## config.mk

```make
export PLATFORM = sky130hd
export DESIGN_NAME = ula_datapath
export DESIGN_NICKNAME = d
export VERILOG_FILES = /design/src/rtl/ula_datapath.sv
export SDC_FILE = /design/constraint.sdc
export NUM_CORES = 1
export LEC_CHECK = 0
export CAP_MARGIN = 20
export CORE_ASPECT_RATIO = 0.8
export CORE_UTILIZATION = 45
export CTS_BUF_LIST = sky130_fd_sc_hd__clkbuf_2 sky130_fd_sc_hd__clkbuf_4 sky130_fd_sc_hd__clkbuf_8
export CTS_CLUSTER_DIAMETER = 100
export CTS_CLUSTER_SIZE = 14
export DETAILED_ROUTE_END_ITERATION = 8
export PLACE_DENSITY = 0.86
export SYNTH_ARGS = -nofsm -noshare
export SYNTH_HDL_FRONTEND = slang
export SYNTH_SLANG_ARGS = --single-unit
```

## constraint.sdc

```tcl
create_clock -name clk -period 2 [get_ports clk]
set_clock_uncertainty 0.1 [all_clocks]
set_input_delay 0.3 -clock clk [delete_from_list [all_inputs] [get_ports clk]]
set_output_delay 0.3 -clock clk [all_outputs]
set_load 0.1 [all_outputs]
```

## src/rtl/ula_datapath.sv

```systemverilog
// Execution datapath behind the op scheduler: X/Y/Z operand registers plus one
// combinational ALU. Y accumulates ALU results, Z latches Y for display.
module ula_datapath #(
    parameter int unsigned WIDTH = 4
) (
    input  logic             clk,
    input  logic             rst,
    input  logic [WIDTH-1:0] din,
    input  logic [3:0]       Tx,
    input  logic [3:0]       Ty,
    input  logic [3:0]       Tz,
    input  logic [3:0]       Tula,
    output logic [WIDTH-1:0] x_q,
    output logic [WIDTH-1:0] y_q,
    output logic [WIDTH-1:0] z_q,
    output logic [WIDTH-1:0] alu_out,
    output logic             carry
);

    localparam logic [3:0] RegHold   = 4'b0000;
    localparam logic [3:0] RegLoad   = 4'b0001;
    localparam logic [3:0] RegShiftR = 4'b0010;
    localparam logic [3:0] RegShiftL = 4'b0011;
    localparam logic [3:0] RegClear  = 4'b0100;

    localparam logic [3:0] AluAdd = 4'b0000;
    localparam logic [3:0] AluSub = 4'b0001;
    localparam logic [3:0] AluAnd = 4'b0010;
    localparam logic [3:0] AluOr  = 4'b0011;

    logic [WIDTH-1:0] r_x, r_y, r_z;
    logic             r_carry;

    logic [WIDTH:0]   w_sum, w_diff;
    logic [WIDTH-1:0] w_alu;
    logic             w_cout;
    logic [WIDTH-1:0] w_x_next, w_y_next, w_z_next;

    // Shared next-value decode for all three registers; unknown codes hold.
    function automatic logic [WIDTH-1:0] f_reg_next(input logic [3:0]       i_code,
                                                    input logic [WIDTH-1:0] i_cur,
                                                    input logic [WIDTH-1:0] i_load);
        logic [WIDTH-1:0] v;
        case (i_code)
            RegHold:   v = i_cur;
            RegLoad:   v = i_load;
            RegShiftR: v = {1'b0, i_cur[WIDTH-1:1]};
            RegShiftL: v = {i_cur[WIDTH-2:0], 1'b0};
            RegClear:  v = '0;
            default:   v = i_cur;
        endcase
        return v;
    endfunction

    // Borrow falls out as the top bit of the (WIDTH+1)-bit difference.
    always_comb begin
        w_sum  = {1'b0, r_y} + {1'b0, r_x};
        w_diff = {1'b0, r_y} - {1'b0, r_x};
        w_alu  = r_x;
        w_cout = 1'b0;
        case (Tula)
            AluAdd: begin
                w_alu  = w_sum[WIDTH-1:0];
                w_cout = w_sum[WIDTH];
            end
            AluSub: begin
                w_alu  = w_diff[WIDTH-1:0];
                w_cout = w_diff[WIDTH];
            end
            AluAnd:  w_alu = r_x & r_y;
            AluOr:   w_alu = r_x | r_y;
            default: w_alu = r_x;
        endcase
    end

    always_comb begin
        w_x_next = f_reg_next(Tx, r_x, din);
        w_y_next = f_reg_next(Ty, r_y, w_alu);
        w_z_next = f_reg_next(Tz, r_z, r_y);
    end

    always_ff @(posedge clk) begin
        if (rst) begin
            r_x     <= '0;
            r_y     <= '0;
            r_z     <= '0;
            r_carry <= 1'b0;
        end else begin
            r_x <= w_x_next;
            r_y <= w_y_next;
            r_z <= w_z_next;
            // Carry tracks only ALU results that actually land in Y.
            if (Ty == RegLoad) begin
                r_carry <= w_cout;
            end
        end
    end

    assign x_q     = r_x;
    assign y_q     = r_y;
    assign z_q     = r_z;
    assign alu_out = w_alu;
    assign carry   = r_carry;

endmodule

```

==> metrics.txt <==
# TYPE chip_impl_metric gauge
chip_impl_info{name="run_status",value="finished with violations"} 1
chip_impl_info{name="failed_checks",value="setup timing"} 1
chip_impl_info{name="yosysMostFrequentCell",value="sky130_fd_sc_hd__inv_1"} 1
chip_impl_metric{name="timing.fmax",unit="MHz"} 411
chip_impl_metric{name="clk-insertion-delay-late",unit="ns"} 0.25
chip_impl_metric{name="critical_path_peak_fanout",unit=""} 3
chip_impl_metric{name="final_core_utilization",unit="%"} 76.5
chip_impl_info{name="rsz0062_at_grt",value="yes"} 1
chip_impl_metric{name="worst_ep_required_time",unit="ns"} 1.60
chip_impl_metric{name="grt_start_max_net_pins",unit=""} 14
chip_impl_metric{name="cellPowerDensity",unit="nW/um^2"} 580
chip_impl_metric{name="initial_core_util",unit="%"} 49.0
chip_impl_metric{name="syn-mean-instance-area",unit="um^2"} 7.77
chip_impl_metric{name="detail_route.wirelength",unit="mm"} 4.35
chip_impl_metric{name="p_sw_share",unit="%"} 45.2
chip_impl_info{name="critical_path_class",value="reg2out"} 1
chip_impl_metric{name="drt.antenna.violating_nets",unit=""} 0
chip_impl_metric{name="gr-usage-all-layers",unit="%"} 28.3
chip_impl_info{name="netlist_top_cells_count",value="sky130_fd_sc_hd__inv_1 (21), sky130_fd_sc_hd__nor2_1 (15), sky130_fd_sc_hd__o21ai_0 (14)"} 1
chip_impl_metric{name="timing_hold_violations_final",unit=""} 0
chip_impl_info{name="yosys.area.top_type",value="sky130_fd_sc_hd__dfxtp_1"} 1
chip_impl_metric{name="synth.mux.area_fraction",unit="%"} 4.27
chip_impl_metric{name="drv.max_cap_violation_count",unit=""} 0
chip_impl_metric{name="dpl.cell_count",unit=""} 272
chip_impl_info{name="netlist_top_cells_area",value="sky130_fd_sc_hd__dfxtp_1 (19%), sky130_fd_sc_hd__ha_1 (11%), sky130_fd_sc_hd__a221oi_1 (5.6%), sky130_fd_sc_hd__inv_1 (5.6%), sky130_fd_sc_hd__o21ai_0 (5.0%)"} 1
chip_impl_metric{name="seq_power_share",unit="%"} 23.2
chip_impl_metric{name="detailroute.via_count",unit=""} 1567
chip_impl_metric{name="post_cts_hold_buffer_count",unit=""} 0
chip_impl_metric{name="place.gp.congestion",unit=""} 0.889
chip_impl_info{name="cts-root-buf",value="sky130_fd_sc_hd__clkbuf_8"} 1
chip_impl_metric{name="final-setup-viol-count",unit=""} 5
chip_impl_metric{name="clockPowerShare",unit="%"} 19.3
chip_impl_metric{name="yosysWarningCount",unit=""} 0
chip_impl_metric{name="wl_per_instance",unit="um"} 15.7
chip_impl_info{name="tritoncts",value="done"} 1
chip_impl_info{name="timing.critical_path.to_type",value="output port"} 1
chip_impl_metric{name="synthesis.nets",unit=""} 217
chip_impl_metric{name="floorplan.die.width",unit="um"} 64.5
chip_impl_metric{name="p_switching",unit="uW"} 576
chip_impl_metric{name="grt_antenna_before_repair",unit=""} 0
chip_impl_metric{name="design_power_total",unit="mW"} 1.27
chip_impl_metric{name="post-route-min-period",unit="ns"} 2.43
chip_impl_metric{name="port_buffers",unit=""} 38
chip_impl_metric{name="die_span_in_y",unit="um"} 52
chip_impl_metric{name="timing_max_transition_violations_final",unit=""} 0
chip_impl_metric{name="final.setup.tns",unit="ns"} -1.33
chip_impl_metric{name="cellLeakagePower",unit="nW"} 0.942
chip_impl_info{name="critical_path_launch_point_type",value="register"} 1
chip_impl_metric{name="synth_seq_cells",unit=""} 13
chip_impl_metric{name="layout_setup_ws",unit="ns"} -0.434
chip_impl_metric{name="arrival",unit="ns"} 2.03
chip_impl_metric{name="clk_pin_slew_worst_paths",unit="ns"} 0.06
chip_impl_metric{name="io_pins",unit=""} 39
chip_impl_info{name="synth_ff_type",value="sky130_fd_sc_hd__dfxtp_1"} 1
chip_impl_metric{name="final_cell_count_no_fill",unit=""} 278
chip_impl_metric{name="tightestPinTransition",unit="ns"} 0.487
chip_impl_metric{name="avgViaCountPerCell",unit=""} 5.64
chip_impl_metric{name="cts_buffers",unit=""} 3
chip_impl_metric{name="max_slew_margin",unit="%"} 66.7
chip_impl_metric{name="yosys.area_share.adder",unit="%"} 13.5
chip_impl_info{name="min-delay-path-class",value="reg2reg"} 1
chip_impl_metric{name="drt_first_pass_iters",unit=""} 4
chip_impl_metric{name="synth-compound-area-share",unit="%"} 31.7
chip_impl_metric{name="cts.sinks",unit=""} 13
chip_impl_metric{name="netlist_area",unit="um^2"} 1410
chip_impl_metric{name="vdd.ir_drop.worst",unit="V"} 0.000461
chip_impl_metric{name="synth_cells",unit=""} 181
chip_impl_metric{name="globalRouteOverflowTotal",unit=""} 0
chip_impl_metric{name="final_min_period_over_clock_period",unit="%"} 122
chip_impl_metric{name="post_synth_xor_xnor_area",unit="%"} 3.74
chip_impl_metric{name="comb_power_share",unit="%"} 57.5
chip_impl_metric{name="drive_gt1_share",unit="%"} 37.1
chip_impl_metric{name="grt_pass1_wl",unit="mm"} 7.08
chip_impl_metric{name="worst_hold_slack",unit="ns"} 0.389
chip_impl_metric{name="vias_in_the_first_global_route",unit=""} 1542
chip_impl_metric{name="design.final.nets",unit=""} 277
chip_impl_info{name="synth_top_family_by_area",value="compound AO/OA/AOI/OAI gates"} 1
chip_impl_metric{name="floorplan.die_area",unit="um^2"} 3350
chip_impl_metric{name="syn2layout_area_growth",unit="%"} 56.1
chip_impl_metric{name="ctsLongestPathBuffers",unit=""} 2
chip_impl_metric{name="yosys.area_share.simple",unit="%"} 18.3
chip_impl_metric{name="cts_max_level",unit=""} 1
chip_impl_metric{name="detail_route.drc_violations",unit=""} 0
chip_impl_metric{name="synth_seq_area_share",unit="%"} 18.5
chip_impl_metric{name="antenna-diode-count",unit=""} 0
chip_impl_metric{name="synthArstFlopShare",unit="%"} 0
chip_impl_metric{name="synthDominantCellAreaShare",unit="%"} 18.5
chip_impl_metric{name="ys_types",unit=""} 46
chip_impl_metric{name="synth_edf_count",unit=""} 0
chip_impl_metric{name="drt-initial-drc-count",unit=""} 145
chip_impl_metric{name="rows",unit=""} 17
chip_impl_metric{name="p_int",unit="uW"} 697
chip_impl_metric{name="floorplan.core_area",unit="um^2"} 2870
chip_impl_metric{name="dp_hpwl",unit="mm"} 3.32
[per-layer routing]
| metal | vias up | track usage, % | part of all wire, % |
|---|---|---|---|
| li1 | 776 | - | - |
| met1 | 725 | 33.9 | 45 |
| met2 | 57 | 50.0 | 49 |
| met3 | 9 | 6.36 | 5.2 |
| met4 | 0 | 9.63 | 1.4 |
| met5 | - | 0 | 0 |
[metrics by stage]
stage	worst slack, ns	cell area, um^2
floorplan	-0.458	1480
global placement	-0.207	2050
detailed placement	-0.226	2050
CTS	-0.440	2150
global route	-0.481	2200
finish	-0.434	2200
[power by group through the flow]
stage	Sequential (mW)	Clock, mW	Combinational (mW)
4_1_cts	0.295	0.249	0.705
2_1_floorplan	0.449	0	0.312
6_report	0.295	0.246	0.731
3_3_place_gp	0.298	0	0.678
5_1_grt	0.298	0.260	0.774
3_5_place_dp	0.299	0	0.693
[final cells by class]
cell class                      count  area, um^2
Multi-Input combinational cell    135        1110
Fill cell                         209         676
Timing Repair Buffer               67         617
Sequential cell                    13         285
Inverter                           21        85.1
Tap cell                           38        47.5
Clock buffer                        3        41.3
Clock inverter                      1        5.00
[worst max-delay path: stages (launching register included)]
cell                         delay (ns)
sky130_fd_sc_hd__dfxtp_4           0.37
sky130_fd_sc_hd__inv_4             0.04
sky130_fd_sc_hd__ha_4              0.15
sky130_fd_sc_hd__fa_2              0.34
sky130_fd_sc_hd__mux2i_1           0.20
sky130_fd_sc_hd__xnor2_1           0.12
sky130_fd_sc_hd__a31oi_2           0.21
sky130_fd_sc_hd__clkinvlp_4        0.16
sky130_fd_sc_hd__buf_12            0.18
[registers in the layout (all words and copies together), names as in the netlist]
signal,cells
x_q,4
y_q,4
z_q,4
carry,1
[timing repair]
item,CTS,global route
setup buffers,3,1
gates resized for setup,8,10
endpoints found under the setup margin,6,6
pin swaps,7,7
[logic make-up (layout without fill, tap and decap cells)]
logic type,count (synthesis),in the layout
DFF,13,13
xor gates and xnor gates,6,6
AOI/OAI and AO/OA,62,62
and+or+nand+nor,47,47
buffers and inverters,33,92
adders and majority gates,14,14
muxes,6,6
[final timing paths]
path                            slack, ns         end  startpoint  cells past startpoint
worst min-delay path                 0.39      z_q[3]      z_q[3]                      2
worst max register to register      -0.02      y_q[1]      x_q[0]                      7
worst max-delay path                -0.43  alu_out[2]      y_q[0]                      8
worst min register to register       0.39      z_q[3]      z_q[3]                      2
[layout by cell type (no fill, tap or decap), types with 6 or more instances in the layout]
| master | instances |
|---|---|
| sky130_fd_sc_hd__nand2b_1 | 7 |
| sky130_fd_sc_hd__dfxtp_4 | 6 |
| sky130_fd_sc_hd__nor2_1 | 13 |
| sky130_fd_sc_hd__a21oi_1 | 8 |
| sky130_fd_sc_hd__inv_1 | 14 |
| sky130_fd_sc_hd__buf_4 | 40 |
| sky130_fd_sc_hd__o21ai_0 | 14 |
| sky130_fd_sc_hd__ha_1 | 8 |
| sky130_fd_sc_hd__nand2_1 | 6 |
| sky130_fd_sc_hd__clkdlybuf4s50_1 | 18 |
| sky130_fd_sc_hd__a221oi_1 | 9 |
| sky130_fd_sc_hd__mux2i_1 | 6 |
Power figures use the tool's default switching activity.
